$ cat config.mk
export PLATFORM = sky130hd
export DESIGN_NAME = cell_bist_ctrl
export DESIGN_NICKNAME = d
export VERILOG_FILES = /design/src/rtl/cell_bist_ctrl.sv
export SDC_FILE = /design/constraint.sdc
export NUM_CORES = 1
export LEC_CHECK = 0
export ABC_AREA = 1
export BUFFER_PORTS_ARGS = -buffer_cell sky130_fd_sc_hd__buf_2
export CORE_ASPECT_RATIO = 0.8
export CORE_MARGIN = 3
export CORE_UTILIZATION = 55
export CTS_CLUSTER_DIAMETER = 100
export DETAILED_ROUTE_END_ITERATION = 10
export GPL_ROUTABILITY_DRIVEN = 0
export PLACE_DENSITY = 0.8
export SETUP_SLACK_MARGIN = 0.1
export SKIP_CTS_REPAIR_TIMING = 1
export SLEW_MARGIN = 30
export SYNTH_ARGS = -nofsm -noshare
export SYNTH_HDL_FRONTEND = slang
export SYNTH_SLANG_ARGS = --single-unit
export TNS_END_PERCENT = 30
$ cat constraint.sdc
create_clock -name CLK -period 3.3 [get_ports CLK]
set_input_delay 0.66 -clock CLK [delete_from_list [all_inputs] [get_ports CLK]]
set_output_delay 0.66 -clock CLK [all_outputs]
set_load 0.01 [all_outputs]
$ cat src/rtl/cell_bist_ctrl.sv
// Built-in self-test controller for a single OAI22 cell: sweeps all 16 input
// patterns, checks each response against a golden model and compacts them in an 8-bit MISR.
module cell_bist_ctrl #(
   parameter logic [7:0] SIG_SEED = 8'hFF,
   parameter logic [7:0] EXP_SIG  = 8'h5E
) (
   input  logic       CLK,
   input  logic       RN,
   input  logic       START,
   input  logic       ABORT,
   input  logic       Y_IN,
   output logic       A1,
   output logic       A2,
   output logic       B1,
   output logic       B2,
   output logic       BUSY,
   output logic       DONE,
   output logic       PASS,
   output logic [4:0] FAIL_CNT,
   output logic [7:0] SIG
);

   typedef enum logic [1:0] {
      IDLE    = 2'd0,
      RUN     = 2'd1,
      DONE_ST = 2'd2
   } state_t;

   state_t     state;
   state_t     state_next;
   logic [3:0] pat_cnt;
   logic       accept;
   logic       capture;
   logic       exp_y;
   logic [7:0] misr_next;

   // START is only honoured outside RUN; ABORT suppresses the capture at its edge.
   assign accept  = (state != RUN) && START;
   assign capture = (state == RUN) && !ABORT;

   // Golden response for the pattern currently held on the stimulus outputs.
   assign exp_y = ~((pat_cnt[3] | pat_cnt[2]) & (pat_cnt[1] | pat_cnt[0]));

   // MISR with polynomial x^8+x^4+x^3+x^2+1, response folded into bit 0.
   assign misr_next = {SIG[6:0], 1'b0} ^ (SIG[7] ? 8'h1D : 8'h00) ^ {7'b0, Y_IN};

   // NOTE: sequential state uses non-blocking assignments so every register
   // samples pre-edge values, independent of process ordering.
   always_ff @(posedge CLK or negedge RN) begin
      if (!RN) state <= IDLE;
      else     state <= state_next;
   end

   // NOTE: defaulting state_next first keeps this block free of inferred latches.
   always_comb begin
      state_next = state;
      case (state)
         IDLE, DONE_ST: if (START) state_next = RUN;
         RUN: begin
            if (ABORT)                state_next = IDLE;
            else if (pat_cnt == 4'hF) state_next = DONE_ST;
         end
         default: state_next = IDLE;
      endcase
   end

   always_comb begin
      BUSY = (state == RUN);
      DONE = (state == DONE_ST);
      PASS = DONE && (FAIL_CNT == 5'd0) && (SIG == EXP_SIG);
   end

   // The counter doubles as the stimulus register; incrementing past 15 wraps
   // it to 0, which is exactly the idle stimulus required after the last capture.
   always_ff @(posedge CLK or negedge RN) begin
      if (!RN) begin
         pat_cnt <= 4'd0;
      end else if (accept) begin
         pat_cnt <= 4'd0;
      end else if (state == RUN) begin
         if (ABORT) pat_cnt <= 4'd0;
         else       pat_cnt <= pat_cnt + 4'd1;
      end
   end

   assign {A1, A2, B1, B2} = pat_cnt;

   always_ff @(posedge CLK or negedge RN) begin
      if (!RN) begin
         FAIL_CNT <= 5'd0;
         SIG      <= SIG_SEED;
      end else if (accept) begin
         FAIL_CNT <= 5'd0;
         SIG      <= SIG_SEED;
      end else if (capture) begin
         SIG <= misr_next;
         if ((Y_IN != exp_y) && (FAIL_CNT != 5'd31)) FAIL_CNT <= FAIL_CNT + 5'd1;
      end
   end

endmodule

==> reports/qor.yml, run 1 <==
yosys.area_share.adder: 0.05896
cts_buffers: 3
vias_per_cell: 5.531
hold_class: "input port to async pin"
cts.htree.levels: 1
fp.dieH_microns: 45.29
cp_max_fo: 6
synth_enable_flop_cells: 0
setup_slack_ns: 1.087
synth_commonest_cells: "nand2_1, inv_1, nand3_1, o21ai_0, dfrtp_1"
antenna_found_initial: 0
post-synth-top-count-cell: "nand2_1"
ios: 25
rsz0062_at_grt: "no"
crit_path_end_kind: "output port"
rows: 13
insertion_delay_ns: 0.30
area_delta_synth_final_pct: 15.80
critPathRequiredTime_ns: 2.64
synthDistinctLibCells: 23
grt_pass1_wl_microns: 4015
yosys.area.top_type_share: 0.2594
cap_violations: 0
num_vias: 990
powerDensity_nw_per_um2: 799.4
place_inst: 175
n_antenna_cell: 0
dpl.hpwl_microns: 1896
netlist_top_cells_area: "dfrtp_1, dfstp_2, nand2_1"
synth.area.mux_share: 0
fmax_mhz: 451.9
setup_viol: 0
cp_slowest_stage_delay_ns: 0.45
period_minus_slack_ns: 2.213
numPortBuffers: 24
die_w_microns: 55.11
grt_max_degree: 20
yosysSeqAreaShare: 0.4575
setup_tns_ns: 0
grt_pass1_vias: 902
track_usage: 0.2294
pre_cts_ws_ns: 1.425
vdd.ir_drop.worst_v: 0.0005728
n_fill_cell: 142
synth_xor_area_frac: 0.01651
cp-start-kind: "flip-flop"
stdcell_count: 179
drive_above_1_share: 0.2675
timing.final.hold_violations: 0
cts_sinks: 19
ys.flop_type: "dfrtp_1"
drv_slew: 0
synth_compound_area_frac: 0.1238
cts.reportedPaths.clkPinSlew_ns: 0.11
arrival_ns: 1.55
first_pass_iters: 4
antenna_left: 0
nNetsFinal: 168
cts-root-buf: "clkbuf_4"
finalClockSkew_ns: 0.007787
initial_utilization: 0.6154
slew_headroom: 0.7146
drc: 0
path_cells: "inv_1 > ha_1 > nand4_1 > nor4_1 > buf_2"
power.leakage_nw: 0.6996
syn-cell-area_sq_um: 1061
period_share: 0.6706
syn_avg_cell_area_sq_um: 8.162
yosysWarnings: 0
routed_wirelength_microns: 2529
ys_seq_elements: 19
routedWlPerCell_microns: 14.13
cts_buffer_depth: 2
coreArea_sq_um: 1724
tightest_slew_ns: 0.4280
die_area_sq_um: 2495
path_class: "flip-flop to output port"
grt_overflow_total: 0
synth_cells: 130
drtIter0Drc: 48
cts_tree: "done"
async_reset_ff_frac: 1.000
synth_top_area_cell: "dfrtp_1"
synth_nets: 140
synth_top_family_by_area: "simple AND/OR/NAND/NOR gates"
synth-simple-area-share: 0.2512
crit_slowest_cell: "dfrtp_1"
status: "completed"
-- where the power goes --
group / total, mW / switching [mW] / internal, mW
Sequential: 0.425 / 0.0857 / 0.340
Combinational: 0.437 / 0.283 / 0.155
Clock: 0.119 / 0.0741 / 0.0453
-- critical path, delay by kind of cell, from the launching register on --
| kind | cells | cell delay [ns] |
|---|---|---|
| buffers and inverters | 2 | 0.26 |
| and+or+nand+nor | 2 | 0.40 |
| DFF | 1 | 0.45 |
| adders and majority gates | 1 | 0.14 |
-- cell type report --
class	count	area (sq um)	share of cell area
Inverter	24	90.09	0.07332
Timing Repair Buffer	24	120.1	0.09776
Clock inverter	1	5.005	0.004073
Multi-Input combinational cell	86	478.0	0.3890
Sequential cell	19	485.5	0.3951
Clock buffer	3	22.52	0.01833
Tap cell	22	27.53	0.02240
-- registers in the layout, indices dropped and copies added (netlist names) --
name and cells:
SIG 8, FAIL_CNT 5, pat_cnt 4, state 2
-- path summary, 6_finish.rpt --
path,from,cells past startpoint,slack [ns],endpoint
max in group asynchronous,RN,1,2.69,SIG[2]
min in group CLK,state[1],2,0.51,state[1]
worst min-delay path,RN,1,0.27,pat_cnt[1]
worst max-delay path,FAIL_CNT[0],5,1.09,PASS
worst max register to register,FAIL_CNT[0],7,1.64,FAIL_CNT[0]
worst min register to register,state[1],2,0.51,state[1]
-- stage by stage --
step | util | hold WS, ns | area, sq um | total power [mW]
floorplan | - | 0.3644 | 1061 | 0.7028
finish | 0.7126 | 0.2725 | 1229 | 0.9822
global placement | 0.6967 | 0.4738 | 1201 | 0.8364
detailed placement | 0.6967 | 0.4838 | 1201 | 0.8584
CTS | 0.7126 | 0.2831 | 1229 | 0.9815
global route | 0.7126 | 0.2882 | 1229 | 1.060
-- layout by cell type, fill, tap and decap left out, drive strengths merged --
cell    Yosys  routed
inv        24      24
clkinv      0       1
nand4       1       1
clkbuf      0       3
o21ai      14      14
nand3      13      13
buf         1      24
o22ai       1       1
nor4        1       1
nand3b      1       1
a22oi       1       1
dfrtp      11      11
o211ai      1       1
nor2        6       6
dfstp       8       8
a32oi       3       3
ha          5       5
nand2      34      34
a21oi       2       2
and3        1       1
xor2        2       2
-- kinds of logic (layout without fill, tap and decap cells) --
kind of cell / count (synthesis) / after routing
AO/OA/AOI/OAI: 22 / 22
buffers and inverters: 25 / 52
adder cells (fa/ha/maj): 5 / 5
flip-flops: 19 / 19
XOR/XNOR: 2 / 2
AND/OR/NAND/NOR: 57 / 57
-- metal layers --
metal	vias up	global-route usage	share of wire
met5	-	0	0
met4	0	0.03883	0.017
met3	8	0.07591	0.087
met2	49	0.3844	0.47
met1	460	0.2924	0.43
li1	473	-	-
Power figures use the tool's default switching activity.
==> run 2, diff against run 1 <==
Settings changed: CORE_UTILIZATION 55 to 52, PLACE_DENSITY 0.8 to 0.77.
Clock period 3.3 ns to 2.26 ns, I/O delays scaled along.
==> reports/qor.yml, run 2 (synthesized netlist as in run 1, its figures left out) <==
coreArea_sq_um: 1773  # +2.8%
setup_tns_ns: 0  # unchanged
switching_share: 0.4435  # -0.007031
drv_slew: 0  # unchanged
period_minus_slack_ns: 1.946
routed_wirelength_microns: 2337  # -7.6%
dpl.hpwl_microns: 1850  # -2.4%
grt_pass1_wl_microns: 3905  # -2.7%
drtIter0Drc: 28  # -42%
hold_class: "input port to async pin"
p_seq_frac: 0.434  # about the same
crit_slowest_cell: "dfrtp_1"
cp_max_fo: 6  # unchanged
cp-start-kind: "flip-flop"
clkPwrFrac: 0.123  # about the same
top_register: "SIG"
holdWs_ns: 0.05769  # -0.2148 ns
track_usage: 0.2026  # -0.02685
tightest_slew_ns: 0.4063  # -0.02172 ns
largest_register_ffs: 8  # unchanged
mostFrequentLayoutCells: "nand2_1, buf_2, inv_1"
power.leakage_nw: 0.6969  # -0.39%
die_area_sq_um: 2622  # +5.1%
n_fill_cell: 147  # +3.5%
dpl_cell_area_sq_um: 1201  # unchanged
switchingPower_mw: 0.6302  # +42%
die_w_microns: 56.50  # +2.5%
design_area_sq_um: 1227  # -0.10%
cts_tree: "done"
vdd.ir_drop.worst_v: 0.0008126  # +42%
cts-root-buf: "clkbuf_4"
layout_commonest_cell: "nand2_1"
cp_slowest_stage_delay_ns: 0.45  # about the same
grt_overflow_total: 0  # unchanged
ios: 25  # unchanged
highest_layer: "met4"
power.internal_mw: 0.7909  # +47%
num_vias: 962  # -2.8%
fp.dieH_microns: 46.40  # +2.5%
grt_pass1_vias: 881  # -2.3%
wl_met2_microns: 1067  # -9.7%
setup_slack_ns: 0.3142  # -0.7730 ns
antenna_left: 0  # unchanged
n_antenna_cell: 0  # unchanged
critPathRequiredTime_ns: 1.81  # -0.83 ns
crit_path_end_kind: "output port"
antenna_found_initial: 0  # unchanged
arrival_ns: 1.49  # -0.06 ns
nNetsFinal: 168  # unchanged
grt_max_degree: 20  # unchanged
fmax_mhz: 513.9
pre_cts_ws_ns: 0.6175  # -0.8078 ns
period_share: 0.8610
path_class: "flip-flop to output port"
reg_top3: "SIG: 8 flops, FAIL_CNT: 5 flops, pat_cnt: 4 flops"
drive_above_1_share: 0.2611  # -0.006369
status: "completed"
routedWlPerCell_microns: 13.06  # -7.6%
drc: 0  # unchanged
numPortBuffers: 24  # unchanged
insertion_delay_ns: 0.30  # about the same
met1_length_microns: 1079  # -0.28%
cts.reportedPaths.clkPinSlew_ns: 0.11  # about the same
timing.final.hold_violations: 0  # unchanged
cts.htree.levels: 1  # unchanged
area_delta_synth_final_pct: 15.68
initial_utilization: 0.5984  # -0.01694
cap_violations: 0  # unchanged
slew_headroom: 0.7291  # +0.01448
rsz0062_at_grt: "no"
power_frac_comb: 0.443  # -0.002
first_pass_iters: 4  # unchanged
cts_buffers: 3  # unchanged
path_cells: "inv_1 > ha_1 > nand4_1 > nor4_1 > buf_2"
finalClockSkew_ns: 0.007900  # +0.0001128 ns
vias_per_cell: 5.374  # -2.8%
rows: 13  # unchanged
powerDensity_nw_per_um2: 1158  # +45%
cts_sinks: 19  # unchanged
setup_viol: 0  # unchanged
cts_buffer_depth: 2  # unchanged
total_power_mw: 1.421  # +45%
wl_met3_microns: 177  # -20%
[run 2: path summary, 6_finish.rpt]
kind	slack [ns]	from	cells after the start	end
hold / removal	0.06	RN	1	pat_cnt[3]
setup reg to reg	0.65	FAIL_CNT[0]	7	FAIL_CNT[0]
max in group asynchronous	1.87	RN	1	SIG[4]
hold reg to reg	0.51	SIG[3]	2	SIG[3]
min in group CLK	0.43	Y_IN	3	SIG[0]
setup / recovery	0.31	FAIL_CNT[0]	5	PASS
[run 2: critical path: cells and delay by family, from the launching register on]
| family | cells | cell delay (ns) |
|---|---|---|
| flip-flops | 1 | 0.45 |
| AND/OR/NAND/NOR | 2 | 0.35 |
| buffers and inverters | 2 | 0.25 |
| adder cells (fa/ha/maj) | 1 | 0.15 |
[run 2: layout make-up]
type,count,area (sq um),area share
Timing Repair Buffer,24,120.1,0.09786
Sequential cell,19,485.5,0.3955
Tap cell,22,27.53,0.02243
Clock buffer,4,26.28,0.02141
Multi-Input combinational cell,86,478.0,0.3894
Inverter,24,90.09,0.07339
[run 2: layer usage]
metal	GRT usage	vias to the layer above
met5	0	-
met4	0.05687	0
met3	0.07563	2
met2	0.3134	35
met1	0.2688	448
li1	-	477
[run 2: power by group through the flow]
stage	clock network [mW]	logic [mW]	registers, mW
final	0.175	0.630	0.617
after global routing	0.196	0.718	0.637
after CTS	0.177	0.633	0.616
after detailed placement	0	0.631	0.622
after global placement	0	0.612	0.616
after floorplan	0	0.376	0.650
[run 2: metrics by stage]
| step | instances | util |
|---|---|---|
| floorplan | 130 | - |
| global placement | 175 | 0.6775 |
| detailed placement | 175 | 0.6775 |
| CTS | 179 | 0.6923 |
| global route | 179 | 0.6923 |
| finish | 179 | 0.6923 |
==> run 3, diff against run 2 <==
Settings changed: CTS_BUF_LIST set to sky130_fd_sc_hd__clkbuf_8 sky130_fd_sc_hd__clkbuf_16.
==> reports/qor.yml, run 3 (synthesized netlist as in run 1, its figures left out) <==
numPortBuffers: 24  # unchanged
crit_path_end_kind: "output port"
ios: 25  # unchanged
routedWlPerCell_microns: 13.26  # +1.5%
crit_slowest_cell: "dfrtp_1"
top_register: "SIG"
drive_above_1_share: 0.2611  # unchanged
cts_buffer_depth: 2  # unchanged
powerDensity_nw_per_um2: 1192  # +3.0%
critPathRequiredTime_ns: 1.81  # about the same
fmax_mhz: 526.0  # +2.3%
grt_overflow_total: 0  # unchanged
holdWs_ns: 0.1184  # +0.06075 ns
tightest_slew_ns: 0.4159  # +0.009580 ns
setup_viol: 0  # unchanged
highest_layer: "met4"
wl_met2_microns: 1081  # +1.3%
initial_utilization: 0.5984  # unchanged
setup_tns_ns: 0  # unchanged
cts.htree.levels: 1  # unchanged
vdd.ir_drop.worst_v: 0.0008831  # +8.7%
insertion_delay_ns: 0.26  # -0.04 ns
period_share: 0.8412  # -0.01976
rr_worst_depth: 9  # +2
cts-root-buf: "clkbuf_8"
layout_commonest_cell: "nand2_1"
die_w_microns: 56.50  # unchanged
grt_max_degree: 20  # unchanged
cp_max_fo: 6  # unchanged
num_vias: 961  # -0.10%
mostFrequentLayoutCells: "nand2_1, inv_1, buf_2"
drv_slew: 0  # unchanged
antenna_left: 0  # unchanged
grt_pass1_wl_microns: 3946  # +1.0%
cts_buffers: 3  # unchanged
slew_headroom: 0.7227  # -0.006386
rsz0062_at_grt: "no"
pre_cts_ws_ns: 0.6175  # unchanged
reg_top3: "SIG: 8 flops, FAIL_CNT: 5 flops, pat_cnt: 4 flops"
hold_class: "input port to async pin"
n_antenna_cell: 0  # unchanged
drc: 0  # unchanged
vias_per_cell: 5.369  # -0.10%
dpl_cell_area_sq_um: 1201  # unchanged
design_area_sq_um: 1246  # +1.5%
drtIter0Drc: 58  # +110%
timing.final.hold_violations: 0  # unchanged
setup_slack_ns: 0.3588  # +0.04465 ns
first_pass_iters: 4  # unchanged
cts_sinks: 19  # unchanged
coreArea_sq_um: 1773  # unchanged
dpl.hpwl_microns: 1850  # unchanged
antenna_found_initial: 0  # unchanged
met1_length_microns: 1075  # -0.37%
track_usage: 0.2044  # +0.001847
cp-start-kind: "flip-flop"
largest_register_ffs: 8  # unchanged
status: "completed"
wl_met3_microns: 188  # +6.2%
grt_pass1_vias: 885  # +0.45%
cts_tree: "done"
path_class: "flip-flop to output port"
routed_wirelength_microns: 2373  # +1.5%
period_minus_slack_ns: 1.901  # -0.04465 ns
area_delta_synth_final_pct: 17.45
rows: 13  # unchanged
arrival_ns: 1.45  # -0.04 ns
cap_violations: 0  # unchanged
path_cells: "inv_1 > ha_1 > nand4_1 > nor4_1 > buf_2"
fp.dieH_microns: 46.40  # unchanged
cts.reportedPaths.clkPinSlew_ns: 0.07  # -0.04 ns
nNetsFinal: 168  # unchanged
finalClockSkew_ns: 0.003528  # -0.004372 ns
die_area_sq_um: 2622  # unchanged
cp_slowest_stage_delay_ns: 0.44  # about the same
power.leakage_nw: 0.7088  # +1.7%
-- run 3: area by class of cell --
cell class,count,area (sq um)
Timing Repair Buffer,24,120.1
Sequential cell,19,485.5
Tap cell,22,27.53
Clock buffer,3,41.29
Inverter,24,90.09
Fill cell,142,526.8
Multi-Input combinational cell,86,478.0
Clock inverter,1,3.754
-- run 3: final timing paths --
kind	slack (ns)	start	endpoint
setup / recovery	0.36	FAIL_CNT[0]	PASS
hold / removal	0.12	RN	pat_cnt[3]
setup reg to reg	0.63	FAIL_CNT[0]	FAIL_CNT[1]
hold reg to reg	0.50	state[1]	state[1]
max in group asynchronous	1.81	RN	SIG[5]
min in group CLK	0.49	Y_IN	SIG[0]
-- run 3: worst max-delay path: cells and delay by family, from the launching register on --
family                     cells  cell delay, ns
DFF                            1            0.44
adders and majority gates      1            0.15
buffers and inverters          2            0.25
and+or+nand+nor                2            0.35
-- run 3: report_power, final --
| group | internal [mW] | switching, mW |
|---|---|---|
| clock | 0.121 | 0.112 |
| sequential | 0.497 | 0.123 |
| combinational | 0.226 | 0.407 |
| total | 0.844 | 0.642 |
-- run 3: metal layers --
layer,vias up,track usage
met5,-,0
li1,477,-
met1,441,0.2792
met2,39,0.3157
met3,4,0.06443
met4,0,0.05687
-- run 3: through the flow --
step	util	cells	total power, mW
finish	0.7029	179	1.485
CTS	0.7029	179	1.486
floorplan	-	130	1.026
global placement	0.6775	175	1.228
detailed placement	0.6775	175	1.253
global route	0.7029	179	1.610
